===== config.mk =====
export PLATFORM = sky130hd
export DESIGN_NAME = traffic_phase_ctrl
export DESIGN_NICKNAME = d
export VERILOG_FILES = /design/src/rtl/traffic_pkg.sv /design/src/rtl/phase_timer.sv /design/src/rtl/traffic_phase_ctrl.sv
export SDC_FILE = /design/constraint.sdc
export NUM_CORES = 1
export LEC_CHECK = 0
export ABC_AREA = 1
export ABC_CLOCK_PERIOD_IN_PS = 2500
export CAP_MARGIN = 15
export CORE_MARGIN = 3
export CORE_UTILIZATION = 60
export DETAILED_ROUTE_END_ITERATION = 12
export DONT_BUFFER_PORTS = 1
export GPL_TIMING_DRIVEN = 0
export HOLD_SLACK_MARGIN = 0.06
export PLACE_DENSITY = 0.72
export REMOVE_ABC_BUFFERS = 1
export SYNTH_ARGS = -nofsm -noshare
export SYNTH_HDL_FRONTEND = slang
export SYNTH_SLANG_ARGS = --single-unit

===== constraint.sdc =====
create_clock -name clk -period 2.5 [get_ports clk]
set_clock_uncertainty 0.1 [all_clocks]
set_input_delay 0.5 -clock clk [delete_from_list [all_inputs] [get_ports clk]]
set_output_delay 0.5 -clock clk [all_outputs]
set_load 0.01 [all_outputs]

===== src/rtl/traffic_pkg.sv =====
// Shared traffic-signal types: controller state encoding, lamp drive levels, timer sizing helpers.
// Latency: n/a (types and constants only); backpressure: n/a.
package traffic_pkg;

    typedef enum logic [1:0] {
        ST_ALLRED = 2'd0,
        ST_GREEN  = 2'd1,
        ST_YELLOW = 2'd2,
        ST_FLASH  = 2'd3
    } state_t;

    localparam logic LAMP_ON  = 1'b1;
    localparam logic LAMP_OFF = 1'b0;

    function automatic int max_dur(input int a, input int b, input int c, input int d);
        int m;
        m = a;
        if (b > m) m = b;
        if (c > m) m = c;
        if (d > m) m = d;
        return m;
    endfunction

    function automatic int cnt_width(input int max_val);
        return (max_val > 1) ? $clog2(max_val) : 1;
    endfunction

endpackage


===== src/rtl/phase_timer.sv =====
// Loadable down-counter that times one controller phase; zero flags the last cycle of the phase.
// Latency: load takes effect on the next edge; backpressure: none, counter parks at zero until reloaded.
module phase_timer #(
    parameter int           W       = 2,
    parameter logic [W-1:0] RST_VAL = '0
) (
    input  logic         clk,
    input  logic         rst_n,
    input  logic         load,
    input  logic [W-1:0] load_val,
    output logic [W-1:0] value,
    output logic         zero
);

    logic [W-1:0] cnt;

    always_ff @(posedge clk or negedge rst_n) begin
        if (!rst_n) begin
            cnt <= RST_VAL;
        end else if (load) begin
            cnt <= load_val;
        end else if (cnt != '0) begin
            cnt <= cnt - 1'b1;
        end
    end

    assign value = cnt;
    assign zero  = (cnt == '0);

endmodule


===== src/rtl/traffic_phase_ctrl.sv =====
// Round-robin intersection controller with pedestrian walk requests and flashing-yellow maintenance mode.
// Latency: lamps are registered and change on the same edge as the state; backpressure: none, requests are held sticky.
module traffic_phase_ctrl
    import traffic_pkg::*;
#(
    parameter int NUM_DIR    = 2,
    parameter int GREEN_CYC  = 20,
    parameter int YELLOW_CYC = 5,
    parameter int ALLRED_CYC = 2,
    parameter int FLASH_HALF = 10
) (
    input  logic                       clk,
    input  logic                       rst_n,
    input  logic                       flash_req,
    input  logic [NUM_DIR-1:0]         ped_req,
    output logic [NUM_DIR-1:0]         red,
    output logic [NUM_DIR-1:0]         yellow,
    output logic [NUM_DIR-1:0]         green,
    output logic [NUM_DIR-1:0]         ped_walk,
    output logic [$clog2(NUM_DIR)-1:0] active_dir
);

    localparam int DW   = $clog2(NUM_DIR);
    localparam int MAXD = max_dur(GREEN_CYC, YELLOW_CYC, ALLRED_CYC, FLASH_HALF);
    localparam int TW   = cnt_width(MAXD);

    localparam logic [TW-1:0] LD_GREEN  = TW'(GREEN_CYC - 1);
    localparam logic [TW-1:0] LD_YELLOW = TW'(YELLOW_CYC - 1);
    localparam logic [TW-1:0] LD_ALLRED = TW'(ALLRED_CYC - 1);
    localparam logic [TW-1:0] LD_FLASH  = TW'(FLASH_HALF - 1);
    localparam logic [TW-1:0] LD_MAX    = TW'(MAXD - 1);
    localparam logic [DW-1:0] DIR_LAST  = DW'(NUM_DIR - 1);

    state_t             state, state_nxt;
    logic [DW-1:0]      dir, dir_nxt;
    logic               flash_on, flash_nxt;
    logic [NUM_DIR-1:0] pending, pend_nxt, pend_now;
    logic [NUM_DIR-1:0] red_nxt, yellow_nxt, green_nxt, walk_nxt, dmask;

    logic               tm_load, tm_zero;
    logic [TW-1:0]      tm_ld_val, tm_val;

    phase_timer #(
        .W       (TW),
        .RST_VAL (LD_ALLRED)
    ) u_timer (
        .clk      (clk),
        .rst_n    (rst_n),
        .load     (tm_load),
        .load_val (tm_ld_val),
        .value    (tm_val),
        .zero     (tm_zero)
    );

    // State and all lamp registers share one reset so reset blanks the lamps without waiting for an edge.
    always_ff @(posedge clk or negedge rst_n) begin
        if (!rst_n) begin
            state    <= ST_ALLRED;
            dir      <= DIR_LAST;
            flash_on <= LAMP_OFF;
            pending  <= '0;
            red      <= {NUM_DIR{LAMP_ON}};
            yellow   <= {NUM_DIR{LAMP_OFF}};
            green    <= {NUM_DIR{LAMP_OFF}};
            ped_walk <= {NUM_DIR{LAMP_OFF}};
        end else begin
            state    <= state_nxt;
            dir      <= dir_nxt;
            flash_on <= flash_nxt;
            pending  <= pend_nxt;
            red      <= red_nxt;
            yellow   <= yellow_nxt;
            green    <= green_nxt;
            ped_walk <= walk_nxt;
        end
    end

    // Every phase ends on the timer's zero cycle; the timer is reloaded on that same edge.
    always_comb begin
        state_nxt = state;
        dir_nxt   = dir;
        flash_nxt = flash_on;
        tm_load   = 1'b0;
        tm_ld_val = LD_ALLRED;
        if (tm_zero) begin
            tm_load = 1'b1;
            unique case (state)
                ST_ALLRED: begin
                    if (flash_req) begin
                        state_nxt = ST_FLASH;
                        tm_ld_val = LD_FLASH;
                        flash_nxt = LAMP_ON;
                    end else begin
                        state_nxt = ST_GREEN;
                        tm_ld_val = LD_GREEN;
                        dir_nxt   = (dir == DIR_LAST) ? '0 : dir + 1'b1;
                    end
                end
                ST_GREEN: begin
                    state_nxt = ST_YELLOW;
                    tm_ld_val = LD_YELLOW;
                end
                ST_YELLOW: begin
                    if (flash_req) begin
                        state_nxt = ST_FLASH;
                        tm_ld_val = LD_FLASH;
                        flash_nxt = LAMP_ON;
                    end else begin
                        state_nxt = ST_ALLRED;
                        tm_ld_val = LD_ALLRED;
                    end
                end
                ST_FLASH: begin
                    if (!flash_req) begin
                        // Leaving maintenance restarts the rotation from approach 0.
                        state_nxt = ST_ALLRED;
                        tm_ld_val = LD_ALLRED;
                        dir_nxt   = DIR_LAST;
                        flash_nxt = LAMP_OFF;
                    end else begin
                        tm_ld_val = LD_FLASH;
                        flash_nxt = ~flash_on;
                    end
                end
                default: begin
                    state_nxt = ST_ALLRED;
                    tm_ld_val = LD_ALLRED;
                end
            endcase
        end
    end

    // Lamp values are decoded from the next state so the registered lamps track the state register.
    always_comb begin
        pend_now   = pending | ped_req;
        pend_nxt   = pend_now;
        dmask      = NUM_DIR'(1) << dir_nxt;
        red_nxt    = {NUM_DIR{LAMP_ON}};
        yellow_nxt = {NUM_DIR{LAMP_OFF}};
        green_nxt  = {NUM_DIR{LAMP_OFF}};
        walk_nxt   = {NUM_DIR{LAMP_OFF}};
        unique case (state_nxt)
            ST_GREEN: begin
                red_nxt   = ~dmask;
                green_nxt = dmask;
                if (state != ST_GREEN) begin
                    walk_nxt = pend_now & dmask;
                    pend_nxt = pend_now & ~dmask;
                end else begin
                    walk_nxt = ped_walk;
                end
            end
            ST_YELLOW: begin
                red_nxt    = ~dmask;
                yellow_nxt = dmask;
            end
            ST_FLASH: begin
                red_nxt    = {NUM_DIR{LAMP_OFF}};
                yellow_nxt = {NUM_DIR{flash_nxt}};
            end
            default: begin
                red_nxt = {NUM_DIR{LAMP_ON}};
            end
        endcase
    end

    assign active_dir = dir;

    a_timer_range: assert property (@(posedge clk) disable iff (!rst_n) tm_val <= LD_MAX);
    a_lamp_excl:   assert property (@(posedge clk) disable iff (!rst_n) (green & yellow) == '0);

endmodule

Word level (Yosys, flattened, before mapping)
Index checks and enable logic that the tools add are counted.
{"block": "totals", "out_inout_bits": 9, "word_cells": 60, "register_bits": 19, "inputBits": 5}
{"block": "classes", "eq_ne": 8, "n_bitwise": 5, "n_reduce_logical": 7, "shifts": 1, "add_sub_neg": 2, "n_mux": 28}
{"operator": "5-bit 2-to-1 mux", "count": 4}
{"operator": "2-bit 2-to-1 mux", "count": 9}
{"operator": "5-bit one-hot mux with 3 select lines", "count": 1}
{"operator": "2-bit equality test, second input constant", "count": 4}
{"operator": "1-bit 2-to-1 mux", "count": 8}
{"operator": "2-bit one-hot mux with 2 select lines", "count": 2}
{"operator": "2-bit one-hot mux with 4 select lines", "count": 1}
{"operator": "2-bit OR reduction", "count": 3}
{"operator": "5-bit zero test", "count": 1}
{"operator": "5-bit nonzero test", "count": 1}
{"operator": "5-bit by 1-bit subtractor with 5-bit output, second input constant", "count": 1}
{"operator": "2-bit AND", "count": 2}
{"operator": "2-bit by 1-bit equality test with 1-bit output, second input constant", "count": 2}
{"operator": "4-bit 2-to-1 mux", "count": 1}
{"operator": "1-bit one-hot mux with 2 select lines", "count": 2}
{"operator": "2-bit zero test", "count": 1}
{"operator": "2-bit by 1-bit != test with 1-bit output, second input constant", "count": 1}
{"operator": "2-bit != test, second input constant", "count": 1}
{"operator": "2-bit NOT", "count": 1}
{"operator": "2-bit bitwise OR", "count": 1}
{"operator": "2-bit nonzero test", "count": 1}
{"operator": "1-bit by 1-bit << shifter with 2-bit output, first input constant", "count": 1}
{"operator": "1-bit adder, second input constant", "count": 1}
{"operator": "1-bit NOT", "count": 1}

Depth between registers and ports, before layout
{"block": "depth", "depth_word": 10, "mapped_depth": 11, "mapped_depth_nobuf": 11}

Hierarchy
Synthesis repeated with hierarchy kept, for this count alone.
{"block": "unflattened", "cells_unflattened": 127, "hier_area_um2": 1092.3}
{"mod": "traffic_phase_ctrl", "area_each_um2": 788.3, "seq_area_each_um2": 354.1, "n_inst": 1, "cells_per_inst": 88}
{"mod": "phase_timer", "area_each_um2": 304.0, "seq_area_each_um2": 126.4, "n_inst": 1, "cells_per_inst": 39}

Worst setup path before layout
OpenSTA, ideal clock, no wires.
{"block": "synth_path", "path_kind": "register -> register", "startpoint": "register state[1]", "endpoint": "register yellow[0]", "t_required_ns": 2.282, "period_less_slack_ns": 1.664, "stages_incl_launch_ff": 9, "arrival_ns": 1.446, "setup_slack_ns": 0.836, "setup_ns": 0.118, "path_buffers": 0, "cell_sequence": "dfrtp_1 > inv_1 > ha_1 > inv_1 > o21ai_0 > nor3_1 > nor2_2 > nand2_1 > nand2_1"}
{"block": "synth_via", "elab_chain_cells": 5, "word_cells_on_any_way": 16, "cone_classes": "5 x eq/ne; 1 x shift; 8 x mux; 2 x reduce/logical"}
{"item": "from (decl)", "line_no": "traffic_phase_ctrl.sv:34", "rtl": "state_t state, state_nxt;"}
{"item": "from (signal assigned)", "line_no": "traffic_phase_ctrl.sv:67", "rtl": "state <= state_nxt;"}
{"item": "2-bit equality test / 2-bit zero test (equally long branches)", "line_no": "traffic_phase_ctrl.sv:87", "rtl": "unique case (state)"}
{"item": "2-bit OR reduction (no source line)"}
{"item": "1-bit one-hot mux with 2 select lines (*)", "line_no": "traffic_phase_ctrl.sv:87"}
{"item": "1-bit 2-to-1 mux (*)", "line_no": "traffic_phase_ctrl.sv:85", "rtl": "if (tm_zero) begin"}
{"item": "net flash_nxt", "line_no": "traffic_phase_ctrl.sv:36", "rtl": "logic flash_on, flash_nxt;"}
{"item": "2-bit one-hot mux with 2 select lines (*)", "line_no": "traffic_phase_ctrl.sv:142", "rtl": "unique case (state_nxt)"}
{"item": "net yellow_nxt[0]", "line_no": "traffic_phase_ctrl.sv:38", "rtl": "logic [NUM_DIR-1:0] red_nxt, yellow_nxt, green_nxt, walk_nxt, dmask;"}
{"item": "to (signal assigned)", "line_no": "traffic_phase_ctrl.sv:63", "rtl": "yellow <= {NUM_DIR{LAMP_OFF}};"}
{"item": "to (signal assigned)", "line_no": "traffic_phase_ctrl.sv:72", "rtl": "yellow <= yellow_nxt;"}
{"item": "to (decl)", "line_no": "traffic_phase_ctrl.sv:17", "rtl": "output logic [NUM_DIR-1:0] yellow,"}
The timed path passes the listed nets; every way through them passes the cells marked *.
A chain may end at the register's enable or synchronous reset.

Worst setup path in the final report
{"block": "layout_path", "startpoint": "register state[1]", "endpoint": "register yellow[1]"}
Same word-level chain as after synthesis.

==> results.toml <==
[setup_path]
crit_path_start_kind = "flip-flop"
cp_num_buf_inv = 2
cp-startpoint = "state[1]"
r2r_slack_ns = 0.54
crit_path_end_kind = "flip-flop"
cp_num_cells = 8
critPathKind = "flip-flop to flip-flop"
r2r_cells = 8
max_stage_delay_ns = 0.50
worstPathRequired_ns = 2.60
r2r-end = "yellow[1]"
path_cells = "inv_1 > ha_1 > inv_1 > o21ai_0 > nor3_1 > nor2_2 > nand2_1 > nand2_1"
arrival_ns = 2.06
cp_max_fo = 8
slowest_stage = "dfrtp_1"
reg2reg_from = "state[1]"
crit_path_end = "yellow[1]"
crit_family = "flip-flops"

[synth]
seq_area_frac_synth_pct = 46.2
synth_area_leaders = "dfrtp_1, dfstp_2, ha_1"
yosysWarnings = 0
syn-cell-area_um2 = 1040
synth_cell_type_count = 23
synth_top_area_cell = "dfrtp_1"
synthCells = 116
ys_seq_elements = 19
syn_area_per_cell_um2 = 8.97
synth_top_area_share_pct = 36.1

[route]
routed_wl_mm = 1.70
ant_nets = 0
vias_per_cell = 5.08
wl_per_cell_um = 12.5
drtPass1Iterations = 3
drt_iter0_markers = 8
drc = 0
num_vias = 691

[power_and_ir_drop]
clock_power_share_pct = 10.6
p_sw_w = 0.000678
p_comb_share_pct = 47.8
ir_worst_vdd_uv = 637
power_frac_seq_pct = 41.6
powerDensity_nw_per_um2 = 1330
intPower_w = 0.000773
netSwitchingFraction_pct = 46.7
leakagePower_nw = 0.546
power_w = 0.00145

[die]
fp.dieH_um = 47.7
core_region_area_um2 = 1580
ioPinCount = 14
die_w_um = 47.7
num_rows = 14
initial_utilization_pct = 66.0
die_area_um2 = 2270

[hold_path]
min_path_type = "input pin to flip-flop"
holdPathStages = 2

[sta]
layout_min_cycle_time_ns = 1.96
rsz0062_at_grt = "false"
hold_ws_ns = 0.270
worstMarginPinSlew_ns = 0.819
setup_tns_ns = 0
setup_slack_ns = 0.540
final_max_slew_viol_count = 0
period_share_pct = 78.4
setup_viol = 0
hold_viol = 0
maxSlewHeadroom_pct = 45.2
fmax_mhz = 510

[grt]
grt_max_degree = 20
overflow = 0
grt.total_usage_pct = 17.7
grt_pass1_wl_mm = 2.80
grt_pass1_vias = 653
antenna_found_initial = 0

[layout]
antennaDiodeCount = 0
drive_gt1_share_pct = 21.7
final_common_cell = "nand2_1"
area.growth.synth_to_final_pct = 4.45
finalNetCount = 133
final_area_um2 = 1090
layout_common_cells = "nand2_1, inv_1, dfrtp_1, nor2_1, o21ai_0"

[place]
port_buffers = 0
dpl-instance-area_um2 = 1050
pre_cts_slack_ns = 0.561
gp_congestion = 0.776
hpwl_mm = 1.29

[clocking]
postCtsSetupRepairBufs = 0
cts_max_level = 1
path_clk_slew_ns = 0.11
cts_resized = 0
cts_sinks = 19
insertion_delay_ns = 0.29
cts_buffers = 3
clockBufferDepth = 2
cts_tree = "yes"
root_buffer = "clkbuf_4"

[status]
status = "completed"

[job]
cap_violations = 0
==> cells in the mapped netlist <==
library cell and instances:
o21ai_0 9, nand3_2 1, xnor2_1 1, nand2_1 20
a21oi_2 2, o21ai_2 1, nor2_2 3, nand2_4 4
dfstp_2 4, nand3_1 4, nor2_1 10, o21ai_1 2
a21oi_1 4, inv_2 1, nor3_1 2, ha_1 7
nor2_4 3, and2_1 1, inv_1 16, dfrtp_1 15
nand4_1 2, nand2_2 3, buf_6 1
==> per-layer routing <==
metal | vias to the layer above | track usage, % | wire (um)
met1 | 305 | 26.5 | 867
met2 | 10 | 25.7 | 759
li1 | 372 | - | -
met4 | 0 | 4.84 | 18
met5 | - | 0 | 0
met3 | 4 | 3.76 | 51
==> power groups by stage <==
stage          sequential (W)  clock (W)  combinational [W]
2_1_floorplan        0.000586          0           0.000583
3_3_place_gp         0.000604          0           0.000675
3_5_place_dp         0.000613          0           0.000687
4_1_cts              0.000606   0.000158           0.000697
5_1_grt              0.000625   0.000174           0.000799
6_report             0.000604   0.000153           0.000694
==> repair_timing <==
item | in CTS | in global routing
hold buffers | 1 | 0
endpoints found under the hold margin | 19 | 0
setup endpoints to repair | 0 | 0
==> sequential cells by signal (all words and copies together) (netlist names) <==
name           flops
u_timer.value      5
green              2
ped_walk           2
pending            2
red                2
state              2
yellow             2
active_dir         1
flash_on           1
==> metrics by stage <==
| stage | instances | utilization, % |
|---|---|---|
| 2_1_floorplan | 115 | - |
| 3_3_place_gp | 131 | 66.6 |
| 3_5_place_dp | 131 | 66.6 |
| 4_1_cts | 136 | 69.0 |
| 5_1_grt | 136 | 69.0 |
| 6_report | 136 | 69.0 |
==> area by class of cell <==
class                      instances  area, um^2
inverter                          17        63.8
timing repair buffer               1        10.0
fill                             121         489
clock inverter                     1        5.00
tap                               16        20.0
multi-input combinational         79         485
sequential                        19         480
clock buffer                       3        22.5
==> worst min path at each step <==
stage	from	to	slack, ns
after floorplan	rst_n	flash_on	0.10
after global placement	rst_n	u_timer.value[3]	0.10
after detailed placement	rst_n	u_timer.value[3]	0.10
after CTS	ped_req[1]	pending[1]	0.26
after global routing	ped_req[1]	pending[1]	0.28
final	ped_req[1]	pending[1]	0.27
==> logic make-up after synthesis <==
kind of cell	count (synthesis)	share of synthesized area (%)
and+or+nand+nor	53	27.6
DFF	19	46.2
AOI/OAI and AO/OA	18	9.74
buffers and inverters	18	7.21
adders and majority gates	7	8.41
xor gates and xnor gates	1	0.841
No activity file was read; power rests on OpenSTA's default activity.
